$ cat src/rtl/sat_accumulator_pkg.sv
// ----------------------------------------------------------------------------
// sat_accumulator_pkg
//   Shared definitions for the saturating frame accumulator.
//   - acc_state_t : frame FSM encoding (ACCUM collects beats, HOLD presents
//                   the finished result until the consumer takes it).
//   - DEF_BITWIDTH / DEF_COUNT_W : default sample and beat-counter widths.
// ----------------------------------------------------------------------------
package sat_accumulator_pkg;

  typedef enum logic {
    ST_ACCUM = 1'b0,
    ST_HOLD  = 1'b1
  } acc_state_t;

  localparam int DEF_BITWIDTH = 32;
  localparam int DEF_COUNT_W  = 8;

endpackage

$ cat src/rtl/capped_adder.sv
// ----------------------------------------------------------------------------
// capped_adder
//   Combinational signed adder that clamps to the two's-complement rails
//   instead of wrapping.
// Ports
//   a, b : signed operands, BITWIDTH bits
//   sum  : a + b clamped to [-2^(BITWIDTH-1), 2^(BITWIDTH-1)-1]
// ----------------------------------------------------------------------------
module capped_adder #(
  parameter int BITWIDTH = 32
) (
  input  logic signed [BITWIDTH-1:0] a,
  input  logic signed [BITWIDTH-1:0] b,
  output logic signed [BITWIDTH-1:0] sum
);

  localparam logic signed [BITWIDTH-1:0] SAT_MAX = {1'b0, {(BITWIDTH-1){1'b1}}};
  localparam logic signed [BITWIDTH-1:0] SAT_MIN = {1'b1, {(BITWIDTH-1){1'b0}}};

  // One guard bit is enough: overflow shows up as the guard bit disagreeing
  // with the top result bit, and the guard bit gives the true sign.
  function automatic logic signed [BITWIDTH-1:0] clamp_add(
    input logic signed [BITWIDTH-1:0] x,
    input logic signed [BITWIDTH-1:0] y
  );
    logic signed [BITWIDTH:0] wide;
    wide = {x[BITWIDTH-1], x} + {y[BITWIDTH-1], y};
    if (wide[BITWIDTH] != wide[BITWIDTH-1])
      clamp_add = wide[BITWIDTH] ? SAT_MIN : SAT_MAX;
    else
      clamp_add = wide[BITWIDTH-1:0];
  endfunction

  assign sum = clamp_add(a, b);

endmodule

$ cat src/rtl/sat_accumulator.sv
// ----------------------------------------------------------------------------
// sat_accumulator
//   Streaming signed saturating accumulator. Sums a frame of samples (frame
//   ends on in_last) with clamp-to-rail arithmetic and presents one result
//   word with the beat count and a sticky clip flag.
// Ports
//   clk, rst   : clock, synchronous active-high reset
//   in_valid   : sample valid          in_ready  : sample accepted this cycle
//   in_data    : signed sample          in_last   : final beat of the frame
//   out_valid  : result valid           out_ready : consumer accepts result
//   out_sum    : saturated frame sum    out_count : beats in frame (saturating)
//   out_sat    : some add in the frame clipped to a rail
// ----------------------------------------------------------------------------
module sat_accumulator
  import sat_accumulator_pkg::*;
#(
  parameter int BITWIDTH = DEF_BITWIDTH,
  parameter int COUNT_W  = DEF_COUNT_W
) (
  input  logic                       clk,
  input  logic                       rst,
  input  logic                       in_valid,
  output logic                       in_ready,
  input  logic signed [BITWIDTH-1:0] in_data,
  input  logic                       in_last,
  output logic                       out_valid,
  input  logic                       out_ready,
  output logic signed [BITWIDTH-1:0] out_sum,
  output logic        [COUNT_W-1:0]  out_count,
  output logic                       out_sat
);

  acc_state_t                 state;
  logic signed [BITWIDTH-1:0] acc;
  logic        [COUNT_W-1:0]  cnt;
  logic                       sat;

  logic signed [BITWIDTH-1:0] sum_capped;
  logic signed [BITWIDTH-1:0] raw_sum;
  logic                       clip;
  logic        [COUNT_W-1:0]  cnt_n;
  logic                       sat_n;
  logic                       unused_raw_low;

  capped_adder #(
    .BITWIDTH(BITWIDTH)
  ) u_adder (
    .a  (acc),
    .b  (in_data),
    .sum(sum_capped)
  );

  // Clip is taken from the wrapped sum: like-signed operands whose wrapped
  // result flips sign have overflowed, so the adder output sits on a rail.
  assign raw_sum        = acc + in_data;
  assign unused_raw_low = ^raw_sum[BITWIDTH-2:0];
  assign clip           = (acc[BITWIDTH-1] == in_data[BITWIDTH-1]) &&
                          (raw_sum[BITWIDTH-1] != acc[BITWIDTH-1]);

  assign cnt_n = (&cnt) ? cnt : cnt + COUNT_W'(1);
  assign sat_n = sat | clip;

  // Handshake flags decode directly from the state register.
  assign in_ready  = (state == ST_ACCUM);
  assign out_valid = (state == ST_HOLD);

  // ---- frame accumulation / result register stage ----
  always_ff @(posedge clk) begin
    if (rst) begin
      state     <= ST_ACCUM;
      acc       <= '0;
      cnt       <= '0;
      sat       <= 1'b0;
      out_sum   <= '0;
      out_count <= '0;
      out_sat   <= 1'b0;
    end else begin
      unique case (state)
        ST_ACCUM: begin
          if (in_valid) begin
            if (in_last) begin
              out_sum   <= sum_capped;
              out_count <= cnt_n;
              out_sat   <= sat_n;
              acc       <= '0;
              cnt       <= '0;
              sat       <= 1'b0;
              state     <= ST_HOLD;
            end else begin
              acc <= sum_capped;
              cnt <= cnt_n;
              sat <= sat_n;
            end
          end
        end
        ST_HOLD: begin
          if (out_ready)
            state <= ST_ACCUM;
        end
        default: state <= ST_ACCUM;
      endcase
    end
  end

endmodule

$ cat config.mk
export PLATFORM = sky130hd
export DESIGN_NAME = sat_accumulator
export DESIGN_NICKNAME = d
export VERILOG_FILES = /design/src/rtl/sat_accumulator_pkg.sv /design/src/rtl/capped_adder.sv /design/src/rtl/sat_accumulator.sv
export SDC_FILE = /design/constraint.sdc
export NUM_CORES = 1
export LEC_CHECK = 0
export BUFFER_PORTS_ARGS = -buffer_cell sky130_fd_sc_hd__buf_2
export CAP_MARGIN = 10
export CORE_ASPECT_RATIO = 0.9
export CORE_MARGIN = 5
export CORE_UTILIZATION = 31
export DETAILED_ROUTE_END_ITERATION = 8
export GPL_TIMING_DRIVEN = 0
export SETUP_SLACK_MARGIN = 0.15
export SLEW_MARGIN = 20
export SYNTH_ARGS = -nofsm -noshare
export SYNTH_HDL_FRONTEND = slang
export SYNTH_SLANG_ARGS = --single-unit
$ cat constraint.sdc
create_clock -name clk -period 10.3 [get_ports clk]
set_input_delay 2.575 -clock clk [delete_from_list [all_inputs] [get_ports clk]]
set_output_delay 2.575 -clock clk [all_outputs]
set_load 0.01 [all_outputs]
==> qor.csv <==
stage,metric,value,unit
sta,relSlewSlack,0.235,
clock_network,insertion_delay,0.35,ns
sta,min_period,5.60,ns
logic_synthesis,syn_nets,641,
setup_path,path_cells,"buf_2, ha_1, inv_1, fa_1, nand2b_1, a21oi_1, o2111a_1, o21ai_2, o211ai_2, a2111oi_4, nor4_2, a221o_2",
die,dieArea,18700,um2
setup_path,criticalPathCategory,primary input to flip-flop,
setup_path,r2r_slack,6.64,ns
place,gp_congestion,0.862,
sta,hold_viol,0,
clock_network,clockBufferDepth,2,
hold_path,min_path_cells,2,
route,wl,16.0,mm
finish,finalNetCount,729,
die,ios,80,
sta,period_share,0.544,
logic_synthesis,ys_seq_area_frac,0.334,
setup_path,arrival,5.89,ns
global_routing,grt_max_degree,14,
route,wire_per_inst,18.3,um
setup_path,worstPathRequired,10.59,ns
sta,rsz0062_at_grt,false,
pwr,ir_drop,0.0946,mV
logic_synthesis,synth_edf_count,0,
sta,setup_viol,0,
setup_path,path_max_fanout,8,
clock_network,cts_root_buf,clkbuf_16,
die,core-area,16000,um2
logic_synthesis,synth-seq-cells,83,
logic_synthesis,synth.largest_area_cell,dfxtp_1,
clock_network,htreeDepth,3,
job,maxCapViolations,0,
setup_path,reg2regPathDepth,11,
finish,syn_to_final_growth,19.6,%
logic_synthesis,synth_area_leaders,"dfxtp_1 (33%), ha_1 (8.3%), a21oi_1 (6.0%)",
global_routing,grt_pass1_vias,4504,
finish,fin_cells,870,
logic_synthesis,synth_top_cell_area_share,0.334,
logic_synthesis,netlist_area,4980,um2
place,port_buffers,77,
die,die_y,130,um
die,die_w,144,um
sta,finClkSkew,0.0112,ns
clock_network,clkTransAtPathRegs,0.06,ns
sta,holdWs,0.436,ns
global_routing,grt_remaining_overflow,0,
route,postRouteAntennaNets,0,
global_routing,antenna_found_initial,1,
route,drt_first_iter_violations,372,
logic_synthesis,synthCells,570,
clock_network,postCtsSetupBuffers,0,
route,drc,0,
setup_path,reg2reg_to,acc[8]$_SDFFE_PP0P_,
sta,drv_slew,0,
hold_path,hp-start,out_sat$_SDFFE_PP0P_,
clock_network,ctsResizeCount,0,
setup_path,start_kind,primary input,
pwr,p_leak,2.68,nW
place,dp_hpwl,12.1,mm
global_routing,grt_use_total,0.172,
logic_synthesis,syn_avg_cell_area,8.74,um2
clock_network,cts_tree,yes,
clock_network,numClockSinks,83,
place,dp_cells,854,
setup_path,cpPeakStageDelay,0.88,ns
setup_path,cp-end-kind,flip-flop,
sta,worst_pin_slew,1.14,ns
setup_path,critPathSlowestCell,nor4_2,
route,drt_pre_antenna_iters,5,
die,core.rowCount,44,
logic_synthesis,async_flop_share,0,
finish,drive_above_1_share,0.187,
die,initial_core_util,0.312,
sta,fmax,179,MHz
finish,final_cell_mix,"dfxtp_1 (83), buf_2 (78), a21oi_1 (60), nand2_1 (58), o21ai_0 (38)",
global_routing,grt_pass1_wl,24.8,mm
route,via_per_inst,5.51,
clock_network,cts_buffers,9,
hold_path,hold_end,out_sat$_SDFFE_PP0P_,
clock_network,cts_hold_buf,0,
sta,setup-tns-final,0,ns
logic_synthesis,ys_dominant_reg_cell,dfxtp_1,
run_status,status,"finished, final reports clean",
hold_path,min_path_type,flip-flop to flip-flop,
finish,postLayoutCoreUtil,0.373,
finish,layout_commonest_cell,dfxtp_1,
logic_synthesis,synth_cell_types,68,
pwr,power_density,158,nW/um2
route,vias,4792,
finish,antenna_cells,0,
setup_path,reg2reg_from,acc[0]$_SDFFE_PP0P_,
logic_synthesis,synth-warning-count,0,
==> sequential cells by signal, summed over array words and instances, names as in the netlist <==
name,flops
acc,32
out_valid,1
out_count,8
sat,1
out_sum,32
out_sat,1
cnt,8
==> worst max path at each step <==
stage                                       to  cells past startpoint        from
after floorplan           acc[28]$_SDFFE_PP0P_                     14  in_data[0]
after global placement     acc[7]$_SDFFE_PP0P_                     12  in_data[0]
after detailed placement   acc[8]$_SDFFE_PP0P_                     12  in_data[0]
after CTS                  acc[8]$_SDFFE_PP0P_                     12  in_data[0]
after global routing       acc[4]$_SDFFE_PP0P_                     12  in_data[0]
final                      acc[8]$_SDFFE_PP0P_                     12  in_data[0]
==> where the power goes <==
group / internal [mW] / switching (mW) / leakage (nW)
Sequential: 0.342 / 0.0137 / 0.676
Clock: 0.225 / 0.139 / 0.159
Combinational: 0.0859 / 0.134 / 1.84
Total: 0.653 / 0.287 / 2.68
==> worst max-delay path: cells and delay by family <==
kind / cells / cell delay [ns]
compound gates: 6 / 1.51
fa+ha+maj: 2 / 0.59
buf+inv: 2 / 0.15
simple gates: 2 / 1.07
==> cells in the mapped netlist, drive strengths merged (13+ instances only) <==
cell / n
a21o: 15
nor3: 16
xnor2: 23
o21ai: 40
a21oi: 61
nand3: 13
nand2: 58
a221o: 27
clkbuf: 24
ha: 33
nor2: 23
dfxtp: 83
a22o: 17
==> logic make-up after synthesis <==
family | after synthesis | synth area share
DFF | 83 | 0.334
AOI/OAI and AO/OA | 219 | 0.317
and+or+nand+nor | 156 | 0.158
buffers and inverters | 41 | 0.0374
adders and majority gates | 34 | 0.0869
muxes | 3 | 0.00703
xor gates and xnor gates | 34 | 0.0598
==> per-layer routing <==
| layer | share of wire | global-route usage | vias up |
|---|---|---|---|
| li1 | - | - | 2341 |
| met1 | 0.49 | 0.245 | 2289 |
| met2 | 0.44 | 0.268 | 150 |
| met3 | 0.065 | 0.0348 | 12 |
| met4 | 0.0098 | 0.0399 | 0 |
| met5 | 0 | 0 | - |
==> stage by stage <==
stage	cell area [um2]	worst slack, ns	power (mW)
finish	5960	4.70	0.940
global route	5960	4.61	0.980
CTS	5960	4.70	0.941
detailed placement	5630	4.34	0.580
global placement	5630	4.37	0.579
floorplan	4980	5.06	0.512
==> layout make-up <==
class	count	area, um2
buffer	30	145
clock inverter	4	72.6
multi-input combinational	446	3140
fill	1676	10000
clock buffer	12	256
inverter	11	41.3
sequential	83	1660
tap	207	259
timing repair buffer	77	385
Note: power is estimated with default switching activity, not from simulation.
